[config.mk]
export PLATFORM = sky130hd
export DESIGN_NAME = cable_seq_ctrl
export DESIGN_NICKNAME = d
export VERILOG_FILES = /design/src/rtl/cable_seq_ctrl.sv
export SDC_FILE = /design/constraint.sdc
export NUM_CORES = 1
export LEC_CHECK = 0
export ABC_AREA = 1
export CAP_MARGIN = 20
export CORE_UTILIZATION = 30
export DETAILED_ROUTE_END_ITERATION = 7
export GPL_ROUTABILITY_DRIVEN = 0
export PLACE_DENSITY = 0.47
export SYNTH_ARGS = -nofsm -noshare
export SYNTH_HDL_FRONTEND = slang
export SYNTH_SLANG_ARGS = --single-unit
[constraint.sdc]
create_clock -name clk -period 2.1 [get_ports clk]
set_input_delay 0.525 -clock clk [delete_from_list [all_inputs] [get_ports clk]]
set_output_delay 0.525 -clock clk [all_outputs]
set_load 0.005 [all_outputs]
[src/rtl/cable_seq_ctrl.sv]
// Cable sequence controller: arms on flag & detect, waits for the accumulator,
// then runs a timed LINE phase followed by a timed GEAR phase. A ready timeout
// parks the controller in FAULT until it is acknowledged. Completed sequences
// are counted in a saturating counter.
module cable_seq_ctrl #(
  parameter int CNT_W    = 16,
  parameter int WAIT_MAX = 1000,
  parameter int CYC_W    = 8
) (
  input  logic             clk,
  input  logic             resetn,
  input  logic             flag,
  input  logic             detect,
  input  logic             ready,
  input  logic             abort,
  input  logic             clr_fault,
  input  logic [CNT_W-1:0] line_cycles,
  input  logic [CNT_W-1:0] gear_cycles,
  output logic             open,
  output logic             en_sensor,
  output logic             en_acc,
  output logic             en_clamp,
  output logic             line_active,
  output logic             gear_active,
  output logic             busy,
  output logic             fault,
  output logic             done,
  output logic [CYC_W-1:0] cycle_count
);

  // The wait counter only needs to reach WAIT_MAX-1: the last ARM cycle is
  // recognised by its value rather than by counting past it.
  localparam int                WAIT_W    = (WAIT_MAX > 1) ? $clog2(WAIT_MAX) : 1;
  localparam logic [WAIT_W-1:0] WAIT_LAST = WAIT_W'(WAIT_MAX - 1);

  typedef enum logic [2:0] {
    S_IDLE  = 3'd0,
    S_ARM   = 3'd1,
    S_LINE  = 3'd2,
    S_GEAR  = 3'd3,
    S_FAULT = 3'd4
  } state_t;

  state_t             state_q, state_d;
  logic [WAIT_W-1:0]  wait_q, wait_d;
  logic [CNT_W-1:0]   phase_q, phase_d;
  logic [CYC_W-1:0]   cyc_q, cyc_d;
  logic               done_q, done_d;
  logic               state_ok;

  // A zero duration still occupies its phase for one cycle.
  function automatic logic [CNT_W-1:0] at_least_one(input logic [CNT_W-1:0] v);
    return (v == '0) ? CNT_W'(1) : v;
  endfunction

  // Next-state, phase/wait counters and completion bookkeeping.
  always_comb begin
    state_d = state_q;
    wait_d  = wait_q;
    phase_d = phase_q;
    cyc_d   = cyc_q;
    done_d  = 1'b0;
    case (state_q)
      S_IDLE: begin
        if (flag && detect) begin
          state_d = S_ARM;
          wait_d  = '0;
        end
      end
      S_ARM: begin
        if (abort) begin
          state_d = S_IDLE;
        end else if (ready) begin
          state_d = S_LINE;
          phase_d = at_least_one(line_cycles);
        end else if (wait_q == WAIT_LAST) begin
          state_d = S_FAULT;
        end else begin
          wait_d = wait_q + 1'b1;
        end
      end
      S_LINE: begin
        if (abort) begin
          state_d = S_IDLE;
        end else if (phase_q <= CNT_W'(1)) begin
          state_d = S_GEAR;
          phase_d = at_least_one(gear_cycles);
        end else begin
          phase_d = phase_q - 1'b1;
        end
      end
      S_GEAR: begin
        if (abort) begin
          state_d = S_IDLE;
        end else if (phase_q <= CNT_W'(1)) begin
          state_d = S_IDLE;
          done_d  = 1'b1;
          if (cyc_q != '1) cyc_d = cyc_q + 1'b1;
        end else begin
          phase_d = phase_q - 1'b1;
        end
      end
      S_FAULT: begin
        if (clr_fault) state_d = S_IDLE;
      end
      default: state_d = S_IDLE;
    endcase
  end

  // State register with its counters; reset abandons any sequence in progress.
  always_ff @(posedge clk or negedge resetn) begin
    if (!resetn) begin
      state_q <= S_IDLE;
      wait_q  <= '0;
      phase_q <= '0;
      cyc_q   <= '0;
      done_q  <= 1'b0;
    end else begin
      state_q <= state_d;
      wait_q  <= wait_d;
      phase_q <= phase_d;
      cyc_q   <= cyc_d;
      done_q  <= done_d;
    end
  end

  // Moore decode of the state register; an illegal encoding drives everything low.
  always_comb begin
    open        = 1'b0;
    en_sensor   = 1'b0;
    en_acc      = 1'b0;
    en_clamp    = 1'b0;
    line_active = 1'b0;
    gear_active = 1'b0;
    busy        = 1'b0;
    fault       = 1'b0;
    state_ok    = 1'b1;
    case (state_q)
      S_IDLE: begin
        open      = 1'b1;
        en_sensor = 1'b1;
      end
      S_ARM: begin
        open      = 1'b1;
        en_sensor = 1'b1;
        en_acc    = 1'b1;
        busy      = 1'b1;
      end
      S_LINE: begin
        en_clamp    = 1'b1;
        line_active = 1'b1;
        busy        = 1'b1;
      end
      S_GEAR: begin
        open        = 1'b1;
        en_clamp    = 1'b1;
        gear_active = 1'b1;
        busy        = 1'b1;
      end
      S_FAULT: fault = 1'b1;
      default: state_ok = 1'b0;
    endcase
    done        = done_q & state_ok;
    cycle_count = state_ok ? cyc_q : '0;
  end

endmodule

==> After elaboration in Yosys (flattened, before gate mapping) <==
Index checks and enable logic that the tools add are counted.
{ "totals": {"ff_bits": 38, "input_bits": 39, "output_inout_bits": 17, "elab_cells": 81} }
{ "op_classes": {"addsub": 3, "order_cmp": 1, "eq_ne": 18, "mux": 37, "n_bitwise": 2, "reduce_logical": 15} }
{ "op_table": {"columns": ["operator", "n"], "rows": [
  ["2-to-1 mux 16 bit", 8],
  ["one-hot mux 16 bit (3 select lines)", 1],
  ["2-to-1 mux 10 bit", 4],
  ["zero test 16 bit", 2],
  ["2-to-1 mux 3 bit", 9],
  ["one-hot mux 10 bit (2 select lines)", 1],
  ["!= test 2 bit (second input constant)", 9],
  ["less-or-equal comparator 16 x 1 -> 1 bit (second input constant)", 1],
  ["subtractor 16 x 1 -> 16 bit (second input constant)", 1],
  ["one-hot mux 3 bit (5 select lines)", 1],
  ["2-to-1 mux 1 bit", 12],
  ["adder 10 x 1 -> 10 bit (second input constant)", 1],
  ["equality test 10 bit (second input constant)", 1],
  ["AND reduction 5 bit", 2],
  ["adder 8 x 1 -> 8 bit (second input constant)", 1],
  ["2-to-1 mux 8 bit", 1],
  ["!= test 8 bit (second input constant)", 1],
  ["equality test 3 x 2 -> 1 bit (second input constant)", 2],
  ["!= test 3 bit (second input constant)", 2],
  ["AND reduction 6 bit", 1],
  ["OR reduction 3 bit", 2],
  ["OR reduction 5 bit", 1],
  ["!= test 4 bit (second input constant)", 1],
  ["AND reduction 4 bit", 1],
  ["9 further kinds", 10]
]} }

==> Logic depth before layout (Yosys ltp) <==
Gate-level depths: netlist of run 1.
{ "logic_depth": {"depth_word": 5, "mapped_depth": 14} }

==> Least setup slack after synthesis of run 1 <==
OpenSTA, ideal clock, no wires.
{ "synth_path": {"kind": "register to register", "from": "reg phase_q[0]", "to": "reg phase_q[10]", "setup_time_ns": 0.116, "arrival_ns": 1.550, "required_time_ns": 1.984, "slack_ns": 0.434, "path_stages_with_launch": 14, "n_path_buf": 0, "period_less_slack_ns": 1.666, "cell_sequence": "dfrtp_1 > inv_2 > ha_1 > inv_1 > nand2_1 > nand3_1 > nor2_4 > nand2_2 > nand2_2 > nand2_2 > nand2_1 > nand3_1 > nand2_1 > nand2_1"} }
{ "synth_between": {"elab_chain_cells": 4, "word_cells_on_any_way": 9} }
{ "synth_rtl": {"columns": ["element", "line", "rtl"], "rows": [
  ["start: declaration", "46", "logic [CNT_W-1:0] phase_q, phase_d;"],
  ["start signal: assignment", "121", "phase_q <= phase_d;"],
  ["subtractor 16 x 1 -> 16 bit / less-or-equal comparator 16 x 1 -> 1 bit (equally long branches)", null, null],
  ["2-to-1 mux 16 bit (on tied branches)", "95, 85", null],
  ["2-to-1 mux 16 bit (on tied branches)", "93, 83", null],
  ["one-hot mux 16 bit (3 select lines)", "63", "case (state_q)"]
]} }
Several ways; a longest one is shown, not always the timed one. The select of a mux whose other input is x is not followed.
A chain may end at the register's enable or synchronous reset.

==> Final worst setup path of run 1 <==
{ "layout_path": {"from": "reg state_q[1]", "to": "out en_clamp"} }
{ "layout_between": {"elab_chain_cells": 3, "word_cells_on_any_way": 4} }
{ "layout_rtl": {"columns": ["element", "line", "rtl"], "rows": [
  ["start: declaration", "44", "state_t state_q, state_d;"],
  ["start signal: assignment", "119", "state_q <= state_d;"],
  ["equality test 3 x 2 -> 1 bit", "138", "case (state_q)"],
  ["OR reduction 2 bit (no line) (*)", null, null],
  ["2-to-1 mux 1 bit (*)", "138", null],
  ["end: declaration", "22", "output logic en_clamp,"]
]} }
Every way passes the cells marked *; elsewhere a longest branch is shown, timed or not.

==> results of run 1 <==
## Yosys cell counts (2+ instances only)
cell	instances
o21ai_2	8
nand2_4	4
o21ai_1	2
nand2_1	166
inv_2	5
xnor2_1	3
nand2_2	7
xor2_1	17
inv_4	2
o21bai_1	3
nor2_2	7
or2_2	2
nor3_1	7
a21oi_1	11
nand4_1	8
nand3_1	46
nor2_4	5
ha_1	4
buf_2	3
dfrtp_1	38
inv_1	66
a21oi_2	6
nor2_1	63
o211ai_1	2
o21ai_0	6
buf_6	5
## repair_timing
item,CTS,global route
gates resized for setup,21,6
hold buffers,0,0
endpoints found under the setup margin,14,8
pin swaps,4,1
setup buffers,6,3
## layout make-up
type / count / area (um^2)
clock inverters: 2 / 12.5
repair buffers: 82 / 758
well taps: 136 / 170
multi-input cells: 382 / 1980
inverters: 73 / 283
flip-flops and latches: 38 / 952
clock buffers: 6 / 82.6
fillers: 1128 / 6180
## per-stage QoR
step                setup TNS [ns]  setup WS, ns  cell area [um^2]  hold slack [ns]  power (mW)
floorplan                        0         0.434              3260            0.229        2.74
global placement                 0        0.0804              4040            0.467        3.47
detailed placement               0      0.000624              4040            0.466        3.48
CTS                        -0.0702       -0.0586              4200            0.300        4.17
global route                -0.120       -0.0299              4240            0.320        4.57
finish                           0        0.0698              4240            0.280        4.19
## metal layers
layer	track usage	vias to the layer above	wire (um)
met5	0	-	0
met4	0.0407	0	91
met3	0.0258	7	259
met2	0.294	32	4380
met1	0.233	1526	4700
li1	-	1714	-
## flip-flops by register name, indices dropped and copies added, names as in the netlist
signal   cells
phase_q     16
wait_q      10
cyc_q        8
state_q      3
done_q       1
## cell families after synthesis
kind of cell    after synthesis  share of synthesized area
compound gates               39                     0.0841
buf+inv                      82                      0.110
fa+ha+maj                     4                     0.0154
simple gates                319                      0.445
flops                        38                      0.292
xor+xnor                     20                     0.0537
## where the power goes
part	switching, mW	internal [mW]
Combinational	1.48	0.982
Clock	0.294	0.265
Sequential	0.257	0.916
## final timing paths
check	end	slack, ns	depth (start not counted)
worst max-delay path	en_clamp	0.07	4
worst min-delay path	wait_q[7]$_DFFE_PN0P_	0.28	2
worst max register to register	wait_q[5]$_DFFE_PN0P_	0.13	11
worst min register to register	phase_q[1]$_DFFE_PN0P_	0.49	2
max in group asynchronous	state_q[0]$_DFFE_PN0P_	1.45	2
min in group clk	phase_q[1]$_DFFE_PN0P_	0.49	2
==> out/metrics.csv, run 1 <==
metric,value,unit
Buffers & Inverters on Critical Path,3,
grt ovf,0,
mapped cell area,0.00326,mm^2
Total Nets Final,625,
DIE WIDTH,106,um
Crit Path Class,flop to output port,
routed vias/inst,4.56,
Yosys top cell area share,0.292,
max_slew headroom,0.660,
startpoint types,flop,
CTS tree,built,
I/O pins,56,
RSZ-0062 raised after global routing,yes,
Vias,3279,
Sink Count,38,
post-synthesis instance total,502,
WP data required,1.57,ns
PD cells,988,mW/mm^2
initial antenna violation count,0,
"Cell Chain, Critical Path",buf_6 > nand2_8 > inv_2 > clkdlybuf4s50_1,
Yosys reg bits,38,
die footprint,0.0113,mm^2
Clock Tree Buf Depth,2,
Tcrit/Tclk final,0.967,
clock-pin slew on the worst setup and hold paths,0.08,ns
non-filler instance count after layout,719,
cell family with most CP delay,buffers and inverters,
port bufs,55,
first-pass GRT wire length,15500,um
register area share after synthesis,0.292,
most frequently used flop master after synthesis,dfrtp_1,
most area-hungry cell type in the Yosys netlist,dfrtp_1,
CTS buffer count,5,
vias in the first global route,3236,
Worst Hold Class,input pin to asynchronous set/reset pin,
post-DP HPWL,7200,um
routed wire length,9430,um
"commonest non-fill, non-tap cell in the layout",nand2_1,
P_leak,2.07,nW
Core Footprint,0.0104,mm^2
Crit. Startpoint,state_q[1]$_DFFE_PN0P_,
status,"finished, final reports clean",
Final Setup Violations,0,
Initial DRC Count,74,
yosys warns,0,
DRT Pass-1 Iters,4,
"Net Count, Synth",545,
initial core utilization,0.313,
layout cells sized above 1,0.161,
Syn Area/Cell,6.49,um^2
cell row count,37,
CP max FO,5,
worst slew pin tran,0.511,ns
"commonest cells after routing, fill and taps aside","nand2_1 (166), inv_1 (65), nor2_1 (61)",
top post-synthesis cells by area,"dfrtp_1 (29%), nand2_1 (19%), inv_1 (7.6%)",
post-layout util,0.407,
Yosys cell types,32,
Critical Path AT,1.51,ns
drt drc,0,
highest clock rate,493,MHz
largest net degree at the start of global routing,39,
kind of end point of the critical path,output port,
asr flop ratio synth,1.00,
CP max stage delay,0.49,ns
fin. max-slew vios,0,
htree depth,2,
Worst R2R Start,state_q[1]$_DFFE_PN0P_,
WL per Instance,13.1,um
Max VDD drop,0.437,mV
Antenna Violating Nets Remaining,0,
number of diodes,0,
Total GRT Usage,0.174,
area growth from synthesis to layout,30.1,%
"Clk Latency, worst-skew pair",0.29,ns
number of instances in the placed design,702,
Post-synth EDFFs,0,
final setup skew,0.00527,ns
Die Y,106,um
MaxCap Viol Count,0,
critical path's slowest cell,clkdlybuf4s50_1,
Clock Tree Root,clkbuf_8,
final hold viol count,0,
min cycle time layout,2.03,ns
(Power assumes the default switching activity.)
==> run 2: changes to the inputs <==
==> constraint.sdc (replaced) <==
create_clock -name clk -period 2.1 [get_ports clk]
set_input_delay 0.525 -clock clk [delete_from_list [all_inputs] [get_ports clk]]
set_output_delay 0.525 -clock clk [all_outputs]
set_load 0.02 [all_outputs]
==> run 2 against run 1 <==
Against the previous run: core utilization fell by 0.54 points; power fell by 1.7%; critical endpoint is now open; via count barely moved; final area fell by 1.3%; non-clock buffer count fell by 6; sequential share of layout area rose by 0.27 points; sequential power barely moved.
==> out/metrics.csv, run 2 (synthesis results as in run 1) <==
metric,value,unit
fin. max-slew vios,0,
hold buffer count at cts,0,
Multi-input gate area,0.00198,mm^2
pre-CTS setup slack,-0.00893,ns
"commonest cells after routing, fill and taps aside","nand2_1 (166), inv_1 (66), nor2_1 (62)",
DIE WIDTH,106,um
post-DP HPWL,7180,um
status,"finished, final reports clean",
"Cell Chain, Critical Path",buf_4 > inv_1 > a21oi_1 > dlygate4sd2_1,
CTS tree,built,
Register Area,951,um^2
RSZ-0062 raised after global routing,no,
critical path's slowest cell,dfrtp_1,
worst r2r path cells,13,
setup TNS,0,ns
clock-pin slew on the worst setup and hold paths,0.08,ns
routed vias/inst,4.60,
CP max stage delay,0.41,ns
Max VDD drop,0.296,mV
cell family with most CP delay,buffers and inverters,
number of instances in the placed design,703,
Final Setup Violations,0,
CTS buffer count,5,
final setup skew,0.00598,ns
initial core utilization,0.313,
WL per Instance,13.0,um
Buffers & Inverters on Critical Path,3,
MaxCap Viol Count,0,
Sink Count,38,
max_slew headroom,0.755,
I/O pins,56,
register-to-register path setup slack,0.16,ns
total internal power,2.08,mW
P_leak,2.03,nW
htree depth,2,
crit path to,open,
Worst Hold Class,input pin to asynchronous set/reset pin,
layout cells sized above 1,0.144,
"Clk Latency, worst-skew pair",0.29,ns
Crit Path Class,flop to output port,
non-filler instance count after layout,713,
first-pass GRT wire length,15600,um
design area,0.00418,mm^2
# fillers,1168,
largest net degree at the start of global routing,39,
CP max FO,3,
initial antenna violation count,0,
Pwr Total,4.12,mW
Total GRT Usage,0.174,
drt drc,0,
setup ws final,0.101,ns
"commonest non-fill, non-tap cell in the layout",nand2_1,
Die Y,106,um
max FFs per register,16,
grt ovf,0,
highest clock rate,500,MHz
cell row count,37,
Clock Tree Root,clkbuf_8,
Gate power share,0.589,
number of diodes,0,
Critical Path AT,1.47,ns
Crit. Startpoint,state_q[0]$_DFFE_PN0P_,
largest register by flop count,phase_q,
part of the power in registers,0.281,
Clock power frac,0.131,
WP data required,1.57,ns
kind of end point of the critical path,output port,
Initial DRC Count,130,
R2R Path End,phase_q[10]$_DFFE_PN0P_,
routed wire length,9280,um
final hold viol count,0,
worst slew pin tran,0.365,ns
vias in the first global route,3203,
sw frac,0.496,
Tcrit/Tclk final,0.952,
Clock Tree Buf Depth,2,
port bufs,55,
startpoint types,flop,
Worst R2R Start,phase_q[0]$_DFFE_PN0P_,
Vias,3278,
Total Nets Final,619,
die footprint,0.0113,mm^2
area growth from synthesis to layout,28.3,%
Levels on crit path,4,
sw power,2.05,mW
min cycle time layout,2.00,ns
PD cells,985,mW/mm^2
biggest regs,"phase_q x16, wait_q x10, cyc_q x8",
Antenna Violating Nets Remaining,0,
Core Footprint,0.0104,mm^2
Placed Area,0.00408,mm^2
DRT Pass-1 Iters,4,
-- run 2: changes by cell type in the layout (fill, tap and decap cells not counted), sizes merged --
cell | previous run | this run
buf | 29 | 22
clkbuf | 6 | 8
clkdlybuf4s50 | 38 | 37
clkinvlp | 2 | 0
dlygate4sd2 | 12 | 16
dlymetal6s2s | 3 | 0
inv | 72 | 73
-- run 2: power groups by stage --
stage | Clock, mW | Sequential, mW | Combinational, mW
global placement | 0 | 1.16 | 2.43
global route | 0.596 | 1.19 | 2.73
detailed placement | 0 | 1.17 | 2.43
finish | 0.538 | 1.16 | 2.43
CTS | 0.566 | 1.16 | 2.41
floorplan | 0 | 1.11 | 1.70
-- run 2: per-layer routing --
metal	wire length, um	GRT usage	part of all wire
met5	0	0	0
met4	44	0.0337	0.0047
met3	283	0.0258	0.030
met2	4330	0.287	0.47
met1	4620	0.241	0.50
-- run 2: stage by stage --
| stage | hold WS [ns] | util |
|---|---|---|
| after floorplan | 0.229 | - |
| after global placement | 0.468 | 0.391 |
| after detailed placement | 0.475 | 0.391 |
| after CTS | 0.198 | 0.399 |
| after global routing | 0.206 | 0.402 |
| final | 0.196 | 0.402 |
-- run 2: worst register-to-register path: stages (launching register included) --
cell and delay [ns]:
dfrtp_1 0.43, inv_2 0.09, ha_2 0.22, inv_1 0.07
nand2_1 0.09, nand3_1 0.12, nor2_4 0.21, nand2_4 0.11
nand2_4 0.10, nand2_2 0.11, nand2_1 0.09, nand3_1 0.09
nand2_1 0.08, nand2_1 0.05
-- run 2: timing repair --
action / CTS / global route
gates resized for setup: 19 / 6
setup endpoints to repair: 17 / 10
setup buffers: 0 / 2
pin swaps: 0 / 1
gates cloned: 0 / 0
endpoints found under the hold margin: 0 / 0
-- run 2: layout make-up --
type / instances / share of cell area
inverters: 73 / 0.0667
multi-input cells: 382 / 0.472
well taps: 136 / 0.0407
flip-flops and latches: 38 / 0.227
clock buffers: 7 / 0.0206
clock inverters: 1 / 0.00120
repair buffers: 76 / 0.171
-- run 2: how the worst min path moves through the flow --
stage / startpoint / to / slack [ns] / cells after the start
after floorplan: resetn / cyc_q[0]$_DFFE_PN0P_ / 0.23 / 0
after detailed placement: phase_q[1]$_DFFE_PN0P_ / phase_q[1]$_DFFE_PN0P_ / 0.47 / 2
after global routing: resetn / wait_q[1]$_DFFE_PN0P_ / 0.21 / 2
after CTS: resetn / wait_q[0]$_DFFE_PN0P_ / 0.20 / 2
after global placement: phase_q[1]$_DFFE_PN0P_ / phase_q[1]$_DFFE_PN0P_ / 0.47 / 2
final: resetn / wait_q[8]$_DFFE_PN0P_ / 0.20 / 2
==> edit 1 (flow settings as in run 2) <==
Reset style: synchronous (`resetn`), changed in one clocked block.
--- a/src/rtl/cable_seq_ctrl.sv
+++ b/src/rtl/cable_seq_ctrl.sv
@@ -109,5 +109,5 @@
 
   // State register with its counters; reset abandons any sequence in progress.
-  always_ff @(posedge clk or negedge resetn) begin
+  always_ff @(posedge clk) begin
     if (!resetn) begin
       state_q <= S_IDLE;
Formal check against the unedited RTL: differs if resetn is asserted again (counterexample within 4 cycles, from zero or initial values and one cycle with resetn low); with resetn held inactive, the same outputs for 10 cycles.
==> edit 1 against run 2 <==
Hold slack gained 0.28 ns. Design area fell by 5.4%. Worst setup slack improved by 0.017 ns. Critical path type unchanged. Power is 5.8% lower. Sequential power is 23% lower. Die area shrank 7.2%. Sequential share of layout area fell by 3.5 points. Wire length down 0.81%. First-iteration DRC count is 6.2% lower. Largest cell class unchanged. Sequential cell count unchanged. Largest power group unchanged. Synthesized area down 7.3%. Global-route usage rose by 1.2 points. Final cell count rose by 1.1%.
==> edit 1: results (changes against run 2) <==
swShare: 0.492  # was 0.496
p_seq_frac: 0.230  # was 0.281
grt_max_degree: 20  # was 39
grt_util_met2: 0.311  # was 0.287
wirelength_um: 9210  # was 9280 um
peakVddDrop_mv: 0.296  # about the same
clock_latency_ns: 0.29  # about the same
drive_gt1_frac: 0.124  # was 0.144
grt_use_total: 0.186  # was 0.174
grt_use_met3: 0.0239  # was 0.0258
leakagePower_nw: 1.81  # was 2.03 nW
synth_commonest_cells: "nand2_1 (145), nor2_1 (100), inv_1 (52)"  # was nand2_1 (166), inv_1 (66), nor2_1 (63)
netlist_instances: 513  # was 502
route.met3.wl_um: 379  # was 283 um
hold_path.class: "flip-flop to flip-flop"  # was input pin to async pin
vias_per_cell: 4.51  # was 4.60
drt_iter0_drc: 122  # was 130
fin_worst_skew_ns: 0.00654  # was 0.00598 ns
status: "finished clean"  # unchanged
cp_slowest_cell: "dlygate4sd2_1"  # was dfrtp_1
synth_nets: 556  # was 545
nFillCells: 1092  # was 1168
grt_pass1_wl_um: 15100  # was 15600 um
max_stage_delay_ns: 0.36  # was 0.41 ns
dpl_cell_area_um2: 3870  # was 4080 um^2
dp_hpwl_um: 7330  # was 7180 um
ys_top_cells_by_area: "dfxtp_1 (25%), nand2_1 (18%), nor2_1 (12%)"  # was dfrtp_1 (29%), nand2_1 (19%), inv_1 (7.6%)
rrSetupSlack_ns: 0.18  # was 0.16 ns
ys_types: 36  # was 32
nNetsFinal: 631  # was 619
grt_pass1_vias: 3172  # was 3203
p_total_mw: 3.88  # was 4.12 mW
grt_use_met1: 0.256  # was 0.241
synth_ff_type: "dfxtp_1"  # was dfrtp_1
comb_power_share: 0.644  # was 0.589
largestRegisters: "phase_q: 16 flops, wait_q: 10 flops, cyc_q: 8 flops"  # unchanged
period_share: 0.944  # was 0.952
yosysSeqAreaShare: 0.252  # was 0.292
whs_ns: 0.478  # was 0.196 ns
route.met2.wl_um: 4140  # was 4330 um
area_delta_synth_final_pct: 31.0  # was 28.3%
slew_headroom: 0.570  # was 0.755
post-place-ws_ns: -0.0256  # was -0.00893 ns
wl_per_cell_um: 12.8  # was 13.0 um
m1WireLength_um: 4640  # was 4620 um
place_inst: 714  # was 703
==> edit 1: final timing paths <==
path | startpoint | endpoint | depth (start not counted)
setup reg to reg | phase_q[0]$_SDFFE_PN0P_ | phase_q[1]$_SDFFE_PN0P_ | 11
hold / removal | cyc_q[4]$_SDFFE_PN0P_ | cyc_q[4]$_SDFFE_PN0P_ | 2
setup / recovery | state_q[1]$_SDFFE_PN0P_ | fault | 5
hold reg to reg | cyc_q[4]$_SDFFE_PN0P_ | cyc_q[4]$_SDFFE_PN0P_ | 2
==> edit 1: worst max-delay path, delay by kind of cell, from the launching register on <==
family / cells / cell delay (ns)
buf+inv: 3 / 0.54
flops: 1 / 0.34
simple gates: 2 / 0.29
==> edit 1: cell families (layout without fill, tap and decap cells) <==
| group | after synthesis | count (layout) | synth area share |
|---|---|---|---|
| XOR/XNOR | 19 | 19 | 0.0551 |
| flip-flops | 38 | 38 | 0.252 |
| AO/OA/AOI/OAI | 57 | 57 | 0.116 |
| adder cells (fa/ha/maj) | 4 | 4 | 0.0166 |
| AND/OR/NAND/NOR | 323 | 323 | 0.460 |
| buffers and inverters | 72 | 147 | 0.101 |
==> edit 1: layout make-up <==
| class | count | area, um^2 | share of cell area |
|---|---|---|---|
| repair buffers | 81 | 753 | 0.190 |
| clock inverters | 2 | 10.0 | 0.00253 |
| flip-flops and latches | 38 | 762 | 0.193 |
| inverters | 59 | 221 | 0.0560 |
| clock buffers | 5 | 68.8 | 0.0174 |
| multi-input cells | 403 | 1980 | 0.499 |
| well taps | 133 | 166 | 0.0420 |
==> edit 1: timing repair <==
item | in CTS | in global routing
hold buffers | 0 | 0
gates resized for setup | 19 | 4
buffers inserted | 0 | 0
setup endpoints to repair | 15 | 15
hold endpoints to repair | 0 | 0
==> edit 2 (settings of run 2) <==
Made on the original files. `CYC_W`: 8 -> 12.
--- a/src/rtl/cable_seq_ctrl.sv
+++ b/src/rtl/cable_seq_ctrl.sv
@@ -6,5 +6,5 @@
   parameter int CNT_W    = 16,
   parameter int WAIT_MAX = 1000,
-  parameter int CYC_W    = 8
+  parameter int CYC_W    = 12
 ) (
   input  logic             clk,
Interface: changed (resized cycle_count); port bits go from 56 to 60. No check against the original RTL was run, so the function may have changed too.
==> edit 2 against run 2 <==
Sequential cell count up 4. Design area up 7.0%. Synthesized area up 7.3%. Worst setup slack worse by 0.026 ns. Count of clock-buffer cells in the layout unchanged. Largest cell class unchanged. Highest routed layer unchanged. Via count up 8.3%. Wire length up 5.8%. Clock power up 45%. Power up 5.2%. Synthesized cell count up 9.0%.
==> edit 2: results (changes against run 2) <==
status: "finished clean"  # unchanged
synth_commonest_cells: "nand2_1 (171), inv_1 (81), nor2_1 (66)"  # was nand2_1 (166), inv_1 (66), nor2_1 (63)
post-place-ws_ns: -0.133  # was -0.00893 ns
drive_gt1_frac: 0.117  # was 0.144
path_delay_family: "buffers and inverters"  # unchanged
ys_types: 35  # was 32
yosysSeqAreaShare: 0.301  # was 0.292
fin_worst_skew_ns: 0.00717  # was 0.00598 ns
cp.arrival_ns: 1.50  # was 1.47 ns
reg2regPathDepth: 10  # was 13
drt_iter0_drc: 158  # was 130
leakagePower_nw: 2.20  # was 2.03 nW
peakVddDrop_mv: 0.406  # was 0.296 mV
grt_pass1_wl_um: 16200  # was 15600 um
largestRegisters: "phase_q: 16 flops, cyc_q: 12 flops, wait_q: 10 flops"  # was phase_q: 16 flops, wait_q: 10 flops, cyc_q: 8 flops
cts_root_buf: "clkbuf_16"  # was clkbuf_8
slew_headroom: 0.718  # was 0.755
fin_ws_ns: 0.0752  # was 0.101 ns
rrSetupSlack_ns: 0.18  # was 0.16 ns
netlist_instances: 547  # was 502
clkTransAtPathRegs_ns: 0.06  # was 0.08 ns
antennaDiodeCount: 0  # unchanged
max_stage_delay_ns: 0.39  # was 0.41 ns
cp-endpoint: "fault"  # was open
rr_endpoint: "phase_q[5]$_DFFE_PN0P_"  # was phase_q[10]$_DFFE_PN0P_
vias_per_cell: 4.64  # was 4.60
grt_pass1_vias: 3394  # was 3203
place_inst: 758  # was 703
nNetsFinal: 665  # was 619
grt_max_degree: 30  # was 39
grt_use_total: 0.173  # was 0.174
ys_top_cells_by_area: "dfrtp_1 (30%), nand2_1 (18%), inv_1 (8.7%)"  # was dfrtp_1 (29%), nand2_1 (19%), inv_1 (7.6%)
port_buffers: 59  # was 55
power.switching_mw: 2.01  # was 2.05 mW
dp_hpwl_um: 7950  # was 7180 um
-- edit 2: final cells by class --
cell class,instances,area (um^2)
Fill cell,1270,6890
Multi-Input combinational cell,409,2050
Sequential cell,42,1050
Timing Repair Buffer,80,734
Inverter,84,318
Tap cell,143,179
Clock buffer,7,143
Clock inverter,1,5.00
-- edit 2: kinds of logic after synthesis --
kind of cell	synth area share
adder cells (fa/ha/maj)	0.0143
AND/OR/NAND/NOR	0.416
buffers and inverters	0.117
XOR/XNOR	0.0501
flip-flops	0.301
AO/OA/AOI/OAI	0.101
-- edit 2: through the flow --
step / TNS [ns] / utilization / instance area, um^2 / hold WS, ns
2_1_floorplan: 0 / - / 3500 / 0.229
3_3_place_gp: -1.12 / 0.383 / 4350 / 0.469
3_5_place_dp: -1.56 / 0.383 / 4350 / 0.475
4_1_cts: 0 / 0.394 / 4480 / 0.187
5_1_grt: 0 / 0.394 / 4480 / 0.199
6_report: 0 / 0.394 / 4480 / 0.177
-- edit 2: power by group through the flow --
stage	Sequential (mW)	Combinational [mW]	Clock (mW)
2_1_floorplan	1.17	1.63	0
3_3_place_gp	1.23	2.36	0
3_5_place_dp	1.23	2.38	0
4_1_cts	1.22	2.36	0.814
5_1_grt	1.26	2.65	0.844
6_report	1.22	2.33	0.782
-- edit 2: worst register-to-register path, stage by stage, from the launching register on --
cell     delay, ns
dfrtp_1       0.42
inv_1         0.12
ha_1          0.23
nand2_1       0.20
nand2_1       0.26
nand3_2       0.22
nand2_1       0.13
nand3_1       0.07
nand2_1       0.10
nand2_1       0.06
nand2_1       0.05
-- edit 2: worst min path at each step --
stage,from,depth (start not counted),to
2_1_floorplan,resetn,0,cyc_q[0]$_DFFE_PN0P_
3_3_place_gp,cyc_q[11]$_DFFE_PN0P_,2,cyc_q[11]$_DFFE_PN0P_
3_5_place_dp,cyc_q[11]$_DFFE_PN0P_,2,cyc_q[11]$_DFFE_PN0P_
4_1_cts,resetn,1,wait_q[3]$_DFFE_PN0P_
5_1_grt,resetn,1,wait_q[3]$_DFFE_PN0P_
6_report,resetn,1,wait_q[3]$_DFFE_PN0P_
-- edit 2: routing by layer --
layer  global-route usage  vias up  share of wire
met5                    0        -              0
met4               0.0381        0          0.013
met3               0.0255        9          0.030
met2                0.290       45           0.47
met1                0.234     1628           0.48
li1                     -     1869              -
-- edit 2: repair_timing --
action | 4_1_cts | 5_1_grt
cloned | 0 | 0
setup endpoints to repair | 20 | 4
hold buffers | 0 | 0
resized for setup | 23 | 7
buffers inserted | 0 | 0
endpoints found under the hold margin | 0 | 0
